<file path="src/rtl/modinv_request_scheduler_if.sv">
// Request/response and engine signal bundle for the shared modular-inverse
// scheduler; slave = scheduler, master = requesters plus engine.
interface modinv_request_scheduler_if #(
  parameter int N   = 4,
  parameter int W   = 8,
  parameter int IDW = 2
);
  logic [N-1:0]   req;
  logic [N*W-1:0] req_prime;
  logic [N*W-1:0] req_a;
  logic           rsp_valid;
  logic [IDW-1:0] rsp_id;
  logic [W-1:0]   rsp_inv;
  logic           rsp_err;
  logic           busy;
  logic           eng_start;
  logic [W-1:0]   eng_prime;
  logic [W-1:0]   eng_a;
  logic           eng_done;
  logic [W-1:0]   eng_result;

  modport slave (
    input  req, req_prime, req_a,
    input  eng_done, eng_result,
    output rsp_valid, rsp_id, rsp_inv, rsp_err,
    output busy, eng_start, eng_prime, eng_a
  );

  modport master (
    output req, req_prime, req_a,
    output eng_done, eng_result,
    input  rsp_valid, rsp_id, rsp_inv, rsp_err,
    input  busy, eng_start, eng_prime, eng_a
  );
endinterface

</file>
<file path="src/rtl/modinv_request_scheduler.sv">
// Round-robin scheduler sharing one start/done modular-inverse engine
// among N requesters, with operand checks and a WAIT watchdog.
module modinv_request_scheduler #(
  parameter int N       = 4,
  parameter int W       = 8,
  parameter int TIMEOUT = 64,
  parameter int IDW     = 2
) (
  input logic clk,
  input logic rst_n,
  modinv_request_scheduler_if.slave bus
);

  localparam int CW = $clog2(TIMEOUT + 1);

  typedef enum logic [1:0] {
    IDLE,
    ISSUE,
    WAIT,
    RESP
  } state_t;

  state_t state_q;
  state_t state_d;

  logic [IDW-1:0] ptr;
  logic [CW-1:0]  cnt;
  logic [2*N-1:0] dbl;
  logic           gnt_vld;
  logic [IDW-1:0] gnt_id;
  logic [IDW-1:0] nxt_ptr;
  logic [W-1:0]   sel_prime;
  logic [W-1:0]   sel_a;
  logic           op_ok;
  logic           expire;
  int             sum;

  // Rotate requests so bit 0 is the current priority holder.
  always_comb begin
    gnt_vld = 1'b0;
    gnt_id  = '0;
    sum     = 0;
    dbl     = {bus.req, bus.req} >> ptr;
    for (int k = 0; k < N; k++) begin
      if (!gnt_vld && dbl[k]) begin
        gnt_vld = 1'b1;
        sum     = int'(ptr) + k;
        if (sum >= N) sum = sum - N;
        gnt_id  = IDW'(sum);
      end
    end
  end

  assign nxt_ptr   = (gnt_id == IDW'(N - 1)) ? '0 : gnt_id + 1'b1;
  assign sel_prime = bus.req_prime[gnt_id*W +: W];
  assign sel_a     = bus.req_a[gnt_id*W +: W];
  assign op_ok     = (sel_prime >= W'(2)) && (sel_a != '0) &&
                     (sel_a < sel_prime);
  assign expire    = (cnt == CW'(TIMEOUT - 1));

  always_comb begin
    state_d = state_q;
    unique case (state_q)
      IDLE:  if (gnt_vld) state_d = op_ok ? ISSUE : RESP;
      ISSUE: state_d = WAIT;
      WAIT:  if (bus.eng_done || expire) state_d = RESP;
      RESP:  state_d = IDLE;
      default: state_d = IDLE;
    endcase
  end

  always_ff @(posedge clk or negedge rst_n) begin
    if (!rst_n) begin
      state_q <= IDLE;
    end else begin
      state_q <= state_d;
    end
  end

  // Strobes are registered from the next state so they align with it.
  always_ff @(posedge clk or negedge rst_n) begin
    if (!rst_n) begin
      bus.rsp_valid <= 1'b0;
      bus.rsp_id    <= '0;
      bus.rsp_inv   <= '0;
      bus.rsp_err   <= 1'b0;
      bus.busy      <= 1'b0;
      bus.eng_start <= 1'b0;
      bus.eng_prime <= '0;
      bus.eng_a     <= '0;
      ptr           <= '0;
      cnt           <= '0;
    end else begin
      bus.eng_start <= (state_d == ISSUE);
      bus.rsp_valid <= (state_d == RESP);
      bus.busy      <= (state_d != IDLE);
      unique case (state_q)
        IDLE: begin
          if (gnt_vld) begin
            bus.rsp_id <= gnt_id;
            ptr        <= nxt_ptr;
            if (op_ok) begin
              bus.eng_prime <= sel_prime;
              bus.eng_a     <= sel_a;
            end else begin
              bus.rsp_err <= 1'b1;
              bus.rsp_inv <= '0;
            end
          end
        end
        ISSUE: cnt <= '0;
        WAIT: begin
          cnt <= cnt + 1'b1;
          if (bus.eng_done) begin
            bus.rsp_inv <= bus.eng_result;
            bus.rsp_err <= 1'b0;
          end else if (expire) begin
            bus.rsp_inv <= '0;
            bus.rsp_err <= 1'b1;
          end
        end
        RESP: ;
        default: ;
      endcase
    end
  end

endmodule

</file>
<file path="src/flat_wrapper.sv">
// flat-port wrapper written by rule: the top's interface ports become plain ports
module modinv_request_scheduler_flat 
#(
  parameter int N       = 4,
  parameter int W       = 8,
  parameter int TIMEOUT = 64,
  parameter int IDW     = 2
)
  (clk, rst_n, bus_req, bus_req_prime, bus_req_a, bus_eng_done, bus_eng_result, bus_rsp_valid, bus_rsp_id, bus_rsp_inv, bus_rsp_err, bus_busy, bus_eng_start, bus_eng_prime, bus_eng_a);
  modinv_request_scheduler_if #(.N(N), .W(W), .IDW(IDW)) bus_i ();
  input logic clk;
  input logic rst_n;
  input wire logic [$bits(bus_i.req)-1:0] bus_req;
  input wire logic [$bits(bus_i.req_prime)-1:0] bus_req_prime;
  input wire logic [$bits(bus_i.req_a)-1:0] bus_req_a;
  input wire logic [$bits(bus_i.eng_done)-1:0] bus_eng_done;
  input wire logic [$bits(bus_i.eng_result)-1:0] bus_eng_result;
  output wire logic [$bits(bus_i.rsp_valid)-1:0] bus_rsp_valid;
  output wire logic [$bits(bus_i.rsp_id)-1:0] bus_rsp_id;
  output wire logic [$bits(bus_i.rsp_inv)-1:0] bus_rsp_inv;
  output wire logic [$bits(bus_i.rsp_err)-1:0] bus_rsp_err;
  output wire logic [$bits(bus_i.busy)-1:0] bus_busy;
  output wire logic [$bits(bus_i.eng_start)-1:0] bus_eng_start;
  output wire logic [$bits(bus_i.eng_prime)-1:0] bus_eng_prime;
  output wire logic [$bits(bus_i.eng_a)-1:0] bus_eng_a;
  assign bus_i.req = bus_req;
  assign bus_i.req_prime = bus_req_prime;
  assign bus_i.req_a = bus_req_a;
  assign bus_i.eng_done = bus_eng_done;
  assign bus_i.eng_result = bus_eng_result;
  assign bus_rsp_valid = bus_i.rsp_valid;
  assign bus_rsp_id = bus_i.rsp_id;
  assign bus_rsp_inv = bus_i.rsp_inv;
  assign bus_rsp_err = bus_i.rsp_err;
  assign bus_busy = bus_i.busy;
  assign bus_eng_start = bus_i.eng_start;
  assign bus_eng_prime = bus_i.eng_prime;
  assign bus_eng_a = bus_i.eng_a;
  modinv_request_scheduler #(.N(N), .W(W), .TIMEOUT(TIMEOUT), .IDW(IDW)) u_core (.clk(clk), .rst_n(rst_n), .bus(bus_i));
endmodule
</file>
<file path="config.mk">
export PLATFORM = sky130hd
export DESIGN_NAME = modinv_request_scheduler_flat
export DESIGN_NICKNAME = d
export VERILOG_FILES = /design/src/rtl/modinv_request_scheduler_if.sv /design/src/rtl/modinv_request_scheduler.sv /design/src/flat_wrapper.sv
export SDC_FILE = /design/constraint.sdc
export NUM_CORES = 1
export LEC_CHECK = 0
export CORE_ASPECT_RATIO = 1.2
export CORE_MARGIN = 8
export CORE_UTILIZATION = 40
export DETAILED_ROUTE_END_ITERATION = 10
export DONT_BUFFER_PORTS = 1
export GPL_ROUTABILITY_DRIVEN = 0
export GPL_TIMING_DRIVEN = 0
export PLACE_DENSITY = 0.54
export SKIP_CTS_REPAIR_TIMING = 1
export SYNTH_ARGS = -nofsm -noshare
export SYNTH_HDL_FRONTEND = slang
export SYNTH_SLANG_ARGS = --single-unit
export TNS_END_PERCENT = 5
</file>
<file path="constraint.sdc">
create_clock -name clk -period 7.2 [get_ports clk]
set_input_delay 2.16 -clock clk [delete_from_list [all_inputs] [get_ports clk]]
set_output_delay 2.16 -clock clk [all_outputs]
set_load 0.02 [all_outputs]
</file>
==> flow_summary.yaml, run 1 <==
outcome:
  status: "finished, final reports clean"
route:
  wl_mm: 6.34
  drt_first_iter_violations: 43
  drtPass1Iterations: 4
  viasPerCell: 5.40
  drc: 0
  wire_per_inst_um: 18.7
  vias: 1832
  ant_nets: 0
cells_and_area:
  fin_cells: 339
  multi_input_area_um2: 1500
  final_layout_size_suffix_gt1_share_pct: 19.0
  antennaDiodeCount: 0
  seqCellArea_um2: 1030
  nets: 340
  final_util_pct: 43.8
  final.fill_count: 654
  area_growth_pct: 8.33
synthesis:
  postSynthCellCount: 244
  yosys-top-cells-area: "dfrtp_1 (38%), mux2i_1 (18%), mux2_2 (9.2%)"
  syn_area_um2: 2700
  synth.distinct_cells: 40
  synth_seq_area_share_pct: 37.9
  ys_warn_count: 0
  synth-async-reset-ratio_pct: 100
  avgSynthCellArea_um2: 11.1
  synth_commonest_cells: "mux2i_1 (48), dfrtp_1 (41), mux2_2 (22), inv_1 (17)"
  ys.flop_type: "dfrtp_1"
  syn_nets: 333
  yosysTopAreaCell: "dfrtp_1"
  ys_ff_latch: 41
  synth_most_common_cell: "mux2i_1"
  synth-edff-count: 0
  yosys.area.top_type_share_pct: 37.9
die:
  placementRows: 33
  die_x_um: 91.1
  ioPinCount: 109
  start_util_pct: 40.4
  fp.dieArea_um2: 9660
  core_area_um2: 6690
  fp.dieH_um: 106
critical_path:
  reg2reg_to: "u_core.bus.eng_a[6]$_DFFE_PN0P_"
  r2r-start: "u_core.ptr[1]$_DFFE_PN0P_"
  critPathTopFamily: "simple AND/OR/NAND/NOR gates"
  path_class: "in2reg"
  ff2ff_path_depth: 12
  start_kind: "primary input"
  critPathBufInv: 2
  cpMaxStageDelayCell: "nor4_4"
  crit_path_max_incr_delay_ns: 0.51
  crit_arrival_ns: 5.54
  r2r_setup_slack_ns: 3.12
  path_cells: "mux2i_1 -> o22ai_2 -> nor2_4 -> buf_2 -> mux2_2 -> ha_1 -> or3_1 -> o31ai_4 -> o21ai_4 -> nor4_4 -> buf_6 -> mux2_4"
  end_kind: "flop"
  critical_path.max_fanout: 10
  cp_data_required_time_ns: 7.39
clocking:
  root_buffer: "clkbuf_8"
  cts_tree: "yes"
  cts_buffers: 5
  cts_sinks: 41
  htreeDepth: 2
  insertion_delay_ns: 0.29
  path_clk_slew_ns: 0.08
  clockBufferDepth: 2
grt:
  grt_pass1_vias: 1957
  antenna_found_initial: 0
  grt_pass1_wl_mm: 10.4
  grt_usage_pct: 13.2
  grt-ovfl-total: 0
  grt_max_degree: 42
min_path:
  holdPathStages: 1
  hold_start: "u_core.cnt[6]$_DFFE_PN0P_"
  min_path_type: "reg2reg"
  min_to: "u_core.cnt[6]$_DFFE_PN0P_"
sta:
  finalHoldViolations: 0
  skew_ns: 0.0106
  hold_ws_ns: 0.503
  setup_viol: 0
  rsz0062_at_grt: "false"
  fmax_ghz: 0.187
  finalSetupTns_ns: 0
  period_share_pct: 74.4
  min_period_ns: 5.36
  worst_pin_slew_ns: 0.806
  slew_violations: 0
  slew_headroom_pct: 45.8
placed_design:
  place_inst: 331
  dp_hpwl_mm: 5.11
  io_buffer_count: 0
job:
  max_cap_violations: 0
power:
  p_leak_nw: 1.35
  p_per_area_nw_per_um2: 466
  ir_drop_mv: 0.171
-- worst register-to-register path, delay by kind of cell, from the launching register on --
| kind | cells | cell delay [ns] |
|---|---|---|
| AOI/OAI and AO/OA | 3 | 0.56 |
| DFF | 1 | 0.49 |
| and+or+nand+nor | 3 | 1.20 |
| muxes | 3 | 0.95 |
| adders and majority gates | 1 | 0.21 |
| buffers and inverters | 2 | 0.57 |
-- final cells by class --
type | instances | area share (%)
inverter | 17 | 2.18
sequential | 41 | 35.0
clock buffer | 7 | 2.95
clock inverter | 1 | 1.03
tap | 87 | 3.72
multi-input combinational | 174 | 51.3
buffer | 12 | 3.76
-- registers in the layout (all words and copies together) (netlist names) --
signal                cells
u_core.bus.busy           1
u_core.bus.rsp_id         2
u_core.bus.rsp_inv        8
u_core.ptr                2
u_core.state_q            2
u_core.bus.eng_prime      8
u_core.bus.rsp_err        1
u_core.bus.rsp_valid      1
u_core.bus.eng_a          8
u_core.bus.eng_start      1
u_core.cnt                7
-- power by group --
group	internal (mW)	switching [mW]	total (mW)
clock network	0.113	0.0787	0.192
logic	0.323	0.339	0.663
registers	0.331	0.180	0.511
-- cell usage in the layout (no fill, tap or decap), types with 2 or more instances in the layout --
cell and n:
a21oi_1 12, and3_1 10, buf_12 3, buf_6 2, clkbuf_1 7, clkbuf_8 6, dfrtp_1 41, ha_1 10
inv_1 17, mux2_2 22, mux2_4 4, mux2i_1 48, nand2_1 12, nand2b_1 5, nand3_1 4, nand4_1 3
nor2_1 5, nor2b_1 4, nor3_1 2, o21ai_0 8, o22ai_1 2, o31ai_4 2, or3_1 3, or4_1 2
-- per-layer routing --
layer	track usage (%)	wire, um
met5	0	0
met4	4.57	73
met1	14.5	2500
met3	5.64	609
met2	22.2	3150
-- through the flow --
stage          setup slack (ns)  instance area (um2)  total power, mW
2_1_floorplan              1.85                 2700             1.05
3_3_place_gp               1.46                 2810             1.18
3_5_place_dp               1.47                 2810             1.19
4_1_cts                    1.79                 2930             1.39
5_1_grt                    1.60                 2930             1.48
6_report                   1.84                 2930             1.37
-- worst max path at each step --
stage / cells after the start / start / end / slack (ns)
finish: 12 / bus_req[2] / u_core.bus.eng_a[6]$_DFFE_PN0P_ / 1.84
floorplan: 12 / bus_req[2] / u_core.bus.eng_a[4]$_DFFE_PN0P_ / 1.85
detailed placement: 12 / bus_req[2] / u_core.bus.eng_a[6]$_DFFE_PN0P_ / 1.47
global placement: 12 / bus_req[2] / u_core.bus.eng_a[4]$_DFFE_PN0P_ / 1.46
CTS: 12 / bus_req[2] / u_core.bus.eng_a[6]$_DFFE_PN0P_ / 1.79
global route: 12 / bus_req[2] / u_core.bus.eng_a[6]$_DFFE_PN0P_ / 1.60
-- logic make-up after synthesis --
| kind of cell | count (synthesis) | synth area share, % |
|---|---|---|
| AO/OA/AOI/OAI | 34 | 9.58 |
| XOR/XNOR | 2 | 0.648 |
| adder cells (fa/ha/maj) | 10 | 4.63 |
| buffers and inverters | 29 | 6.43 |
| flip-flops | 41 | 37.9 |
| multiplexers | 74 | 29.2 |
| AND/OR/NAND/NOR | 54 | 11.6 |
Note: power is estimated with default switching activity, not from simulation.
==> run 2, diff against run 1 <==
--- a/config.mk
+++ b/config.mk
@@ -12,7 +12,7 @@
 export DONT_BUFFER_PORTS = 1
 export GPL_ROUTABILITY_DRIVEN = 0
 export GPL_TIMING_DRIVEN = 0
-export PLACE_DENSITY = 0.54
+export PLACE_DENSITY = 0.56
 export SKIP_CTS_REPAIR_TIMING = 1
 export SYNTH_ARGS = -nofsm -noshare
 export SYNTH_HDL_FRONTEND = slang
==> constraint.sdc (replaced) <==
create_clock -name clk -period 4.56 [get_ports clk]
set_input_delay 1.368 -clock clk [delete_from_list [all_inputs] [get_ports clk]]
set_output_delay 1.368 -clock clk [all_outputs]
set_load 0.02 [all_outputs]
==> flow_summary.yaml, run 2 (synthesis results as in run 1) <==
outcome:
  status: "finished, final reports clean"
die:
  fp.dieArea_um2: 9660
  fp.dieH_um: 106
  core_area_um2: 6690
  placementRows: 33
  die_x_um: 91.1
  start_util_pct: 40.4
  ioPinCount: 109
cells_and_area:
  multi_input_area_um2: 1510
  reg_top3: "u_core.bus.eng_a: 8 flops, u_core.bus.eng_prime: 8 flops, u_core.bus.rsp_inv: 8 flops"
  final_util_pct: 43.5
  nets: 341
  final_cell_mix: "mux2i_1 (48), dfrtp_1 (41), mux2_2 (22)"
  final_layout_size_suffix_gt1_share_pct: 19.8
  antennaDiodeCount: 0
  area_growth_pct: 7.59
  final.fill_count: 663
  mostFrequentLayoutCell: "mux2i_1"
  fin_area_um2: 2910
  seqCellArea_um2: 1030
route:
  vias: 1854
  drc: 0
  ant_nets: 0
  wl_mm: 6.37
  viasPerCell: 5.45
  drtPass1Iterations: 4
  wire_per_inst_um: 18.7
  drt_first_iter_violations: 42
clocking:
  cts_tree: "yes"
  htreeDepth: 2
  cts_buffers: 5
  insertion_delay_ns: 0.29
  cts_sinks: 41
  root_buffer: "clkbuf_8"
  clockBufferDepth: 2
  path_clk_slew_ns: 0.08
grt:
  grt-ovfl-total: 0
  grt_max_degree: 42
  antenna_found_initial: 0
  grt_pass1_wl_mm: 10.4
  grt_usage_pct: 13.2
  grt_pass1_vias: 1969
sta:
  min_period_ns: 4.36
  skew_ns: 0.0105
  rsz0062_at_grt: "false"
  slew_violations: 0
  period_share_pct: 95.6
  slew_headroom_pct: 45.8
  hold_ws_ns: 0.504
  setup_viol: 0
  worst_pin_slew_ns: 0.806
  worst_slack_ns: 0.200
  fmax_ghz: 0.229
  finalHoldViolations: 0
  finalSetupTns_ns: 0
power:
  p_per_area_nw_per_um2: 721
  ir_drop_mv: 0.326
  p_leak_nw: 1.35
critical_path:
  path_class: "in2reg"
  path_cells: "mux2i_1 -> o22ai_2 -> nor2_4 -> buf_4 -> mux2_2 -> ha_1 -> or3_1 -> o31ai_4 -> o21ai_4 -> o31ai_4 -> mux2_2"
  crit_path_max_incr_delay_ns: 0.51
  cp_data_required_time_ns: 4.74
  critical_path.max_fanout: 10
  r2r_setup_slack_ns: 0.70
  cpMaxStageDelayCell: "o31ai_4"
  end_kind: "flop"
  reg2reg_to: "u_core.bus.rsp_err$_DFFE_PN0P_"
  crit_arrival_ns: 4.54
  ff2ff_path_depth: 11
  start_kind: "primary input"
  r2r-start: "u_core.ptr[1]$_DFFE_PN0P_"
placed_design:
  dp_slack_ns: -0.357
  dp_hpwl_mm: 5.09
  io_buffer_count: 0
  placed_area_um2: 2820
min_path:
  holdPathStages: 1
  hold_start: "u_core.cnt[6]$_DFFE_PN0P_"
  min_to: "u_core.cnt[6]$_DFFE_PN0P_"
  min_path_type: "reg2reg"
job:
  max_cap_violations: 0
run 2: cell type report:
type | count | area share (%)
tap | 87 | 3.74
multi-input combinational | 174 | 51.8
buffer | 12 | 3.87
inverter | 17 | 2.19
sequential | 41 | 35.3
timing repair buffer | 1 | 0.258
clock buffer | 6 | 2.49
clock inverter | 2 | 0.344
run 2: worst max-delay path by stage:
stage	start	to	slack, ns	cells past startpoint
5_1_grt	bus_req[2]	u_core.bus.rsp_inv[7]$_DFFE_PN0P_	0.003	11
2_1_floorplan	bus_req[2]	u_core.bus.eng_a[4]$_DFFE_PN0P_	0.01	12
3_5_place_dp	bus_req[2]	u_core.bus.eng_a[6]$_DFFE_PN0P_	-0.36	12
3_3_place_gp	bus_req[2]	u_core.bus.eng_a[6]$_DFFE_PN0P_	-0.35	12
4_1_cts	bus_req[2]	u_core.bus.eng_a[6]$_DFFE_PN0P_	-0.04	12
6_report	bus_req[2]	u_core.bus.rsp_err$_DFFE_PN0P_	0.20	11
run 2: power breakdown:
| part | internal (mW) | switching, mW |
|---|---|---|
| Clock | 0.106 | 0.127 |
| Combinational | 0.522 | 0.537 |
| Sequential | 0.523 | 0.283 |
run 2: critical path: cells and delay by family:
| kind | cells | cell delay, ns |
|---|---|---|
| muxes | 3 | 0.92 |
| buffers and inverters | 1 | 0.25 |
| and+or+nand+nor | 2 | 0.70 |
| AOI/OAI and AO/OA | 4 | 1.06 |
| adders and majority gates | 1 | 0.22 |
run 2: metrics by stage:
step                      total power, mW  std cells
after detailed placement             1.88        331
final                                2.10        340
after global placement               1.86        331
after CTS                            2.12        339
after floorplan                      1.65        244
after global routing                 2.27        340
run 2: per-layer routing:
metal / wire length [um] / part of all wire, % / vias to the layer above / track usage, %
li1: - / - / 888 / -
met1: 2570 / 40 / 894 / 14.5
met2: 3170 / 50 / 68 / 22.9
met3: 549 / 8.6 / 4 / 4.86
met4: 69 / 1.1 / 0 / 4.22
met5: 0 / 0 / - / 0
==> run 3, diff against run 2 <==
--- a/config.mk
+++ b/config.mk
@@ -7,12 +7,13 @@
 export LEC_CHECK = 0
 export CORE_ASPECT_RATIO = 1.2
 export CORE_MARGIN = 8
-export CORE_UTILIZATION = 40
+export CORE_UTILIZATION = 55
+export CTS_BUF_LIST = sky130_fd_sc_hd__clkbuf_4 sky130_fd_sc_hd__clkbuf_8
 export DETAILED_ROUTE_END_ITERATION = 10
 export DONT_BUFFER_PORTS = 1
 export GPL_ROUTABILITY_DRIVEN = 0
 export GPL_TIMING_DRIVEN = 0
-export PLACE_DENSITY = 0.56
+export PLACE_DENSITY = 0.7
 export SKIP_CTS_REPAIR_TIMING = 1
 export SYNTH_ARGS = -nofsm -noshare
 export SYNTH_HDL_FRONTEND = slang
==> constraint.sdc (replaced) <==
create_clock -name clk -period 4.7 [get_ports clk]
set_input_delay 1.41 -clock clk [delete_from_list [all_inputs] [get_ports clk]]
set_output_delay 1.41 -clock clk [all_outputs]
set_load 0.02 [all_outputs]
==> flow_summary.yaml, run 3 (synthesis results as in run 1) <==
critical_path:
  critPathTopFamily: "compound AO/OA/AOI/OAI gates"
  crit_start: "bus_req[2]"
  crit_arrival_ns: 4.65
  cp_data_required_time_ns: 4.88
  start_kind: "primary input"
  r2r-start: "u_core.ptr[1]$_DFFE_PN0P_"
  cp.depth: 11
  reg2reg_to: "u_core.bus.rsp_inv[2]$_DFFE_PN0P_"
  r2r_setup_slack_ns: 0.77
  crit_end: "u_core.bus.rsp_inv[2]$_DFFE_PN0P_"
  ff2ff_path_depth: 11
  path_cells: "mux2i_1 -> o22ai_2 -> nor2_4 -> buf_2 -> mux2_2 -> ha_1 -> or3_1 -> o31ai_4 -> o21ai_4 -> o31ai_4 -> mux2_2"
  critPathBufInv: 1
  critical_path.max_fanout: 10
  crit_path_max_incr_delay_ns: 0.52
  end_kind: "flop"
  cpMaxStageDelayCell: "o31ai_4"
  path_class: "in2reg"
cells_and_area:
  final_layout_size_suffix_gt1_share_pct: 19.4
  final.fill_count: 412
  area_growth_pct: 6.89
  nets: 341
  multi_input_area_um2: 1500
  final_util_pct: 59.8
  fin_area_um2: 2890
  antennaDiodeCount: 0
  seqCellArea_um2: 1030
  final_cell_mix: "mux2i_1 (48), dfrtp_1 (41), mux2_2 (22)"
  fin_cells: 312
  reg_top3: "u_core.bus.eng_a: 8 flops, u_core.bus.eng_prime: 8 flops, u_core.bus.rsp_inv: 8 flops"
  mostFrequentLayoutCell: "mux2i_1"
placed_design:
  placed_area_um2: 2780
  place_inst: 304
  io_buffer_count: 0
  dp_slack_ns: -0.216
  dp_hpwl_mm: 4.85
clocking:
  root_buffer: "clkbuf_8"
  insertion_delay_ns: 0.29
  path_clk_slew_ns: 0.08
  htreeDepth: 2
  cts_sinks: 41
  cts_tree: "yes"
  clockBufferDepth: 2
  cts_buffers: 5
power:
  ir_drop_mv: 0.333
  p_per_area_nw_per_um2: 716
  p_leak_nw: 1.35
  power.total_mw: 2.07
die:
  fp.dieH_um: 92.8
  start_util_pct: 55.9
  die_x_um: 80.0
  ioPinCount: 109
  core_area_um2: 4830
  placementRows: 28
  fp.dieArea_um2: 7420
route:
  ant_nets: 0
  drtPass1Iterations: 4
  drc: 0
  viasPerCell: 5.94
  wire_per_inst_um: 19.1
  drt_first_iter_violations: 62
  vias: 1853
  wl_mm: 5.97
grt:
  grt_pass1_vias: 1953
  grt_pass1_wl_mm: 9.66
  grt-ovfl-total: 0
  antenna_found_initial: 0
  grt_max_degree: 42
  grt_usage_pct: 16.2
sta:
  skew_ns: 0.00694
  slew_headroom_pct: 51.3
  slew_violations: 0
  fmax_ghz: 0.223
  worst_pin_slew_ns: 0.723
  period_share_pct: 95.3
  worst_slack_ns: 0.222
  hold_ws_ns: 0.507
  rsz0062_at_grt: "false"
  finalSetupTns_ns: 0
  min_period_ns: 4.48
  setup_viol: 0
  finalHoldViolations: 0
outcome:
  status: "finished, final reports clean"
job:
  max_cap_violations: 0
min_path:
  holdPathStages: 1
  min_path_type: "reg2reg"
-- run 3: changes by cell type in the layout (fill, tap and decap cells not counted) --
cell	delta
buf_4	-1
bufinv_16	+1
a21oi_2	-1
clkinv_2	-1
clkbuf_1	-1
a21oi_1	+1
buf_2	+1
-- run 3: worst min path at each step --
| stage | from | to | slack [ns] |
|---|---|---|---|
| floorplan | u_core.cnt[6]$_DFFE_PN0P_ | u_core.cnt[6]$_DFFE_PN0P_ | 0.47 |
| global placement | u_core.cnt[6]$_DFFE_PN0P_ | u_core.cnt[6]$_DFFE_PN0P_ | 0.48 |
| detailed placement | u_core.cnt[6]$_DFFE_PN0P_ | u_core.cnt[6]$_DFFE_PN0P_ | 0.49 |
| CTS | u_core.cnt[6]$_DFFE_PN0P_ | u_core.cnt[6]$_DFFE_PN0P_ | 0.51 |
| global route | u_core.cnt[0]$_DFFE_PN0P_ | u_core.cnt[0]$_DFFE_PN0P_ | 0.54 |
| finish | u_core.cnt[0]$_DFFE_PN0P_ | u_core.cnt[0]$_DFFE_PN0P_ | 0.51 |
-- run 3: per-layer routing --
metal,GRT usage (%),vias up,share of wire [%]
li1,-,890,-
met1,16.6,890,37
met2,28.7,67,51
met3,6.69,6,11
met4,5.47,0,1.2
met5,0,-,0
-- run 3: final cells by class --
class                      instances  area share, %
buffer                            12           3.81
clock buffer                       5           2.38
clock inverter                     2           1.21
inverter                          17           2.21
multi-input combinational        174           52.0
sequential                        41           35.5
tap                               60           2.60
timing repair buffer               1          0.260
-- run 3: where the power goes --
group | internal [mW] | total, mW | switching (mW) | leakage [nW]
Clock | 0.154 | 0.271 | 0.117 | 0.0540
Sequential | 0.507 | 0.781 | 0.274 | 0.511
Combinational | 0.501 | 1.02 | 0.515 | 0.789
Total | 1.16 | 2.07 | 0.906 | 1.35
-- run 3: worst reg2reg max path: stages (launching register included) --
cell and delay (ns):
dfrtp_1 0.48, mux2i_1 0.24, o22ai_2 0.14, nor2_4 0.29, buf_2 0.30, mux2_2 0.40, ha_1 0.21, or3_1 0.41
o31ai_4 0.30, o21ai_4 0.12, o31ai_4 0.52, mux2_2 0.41
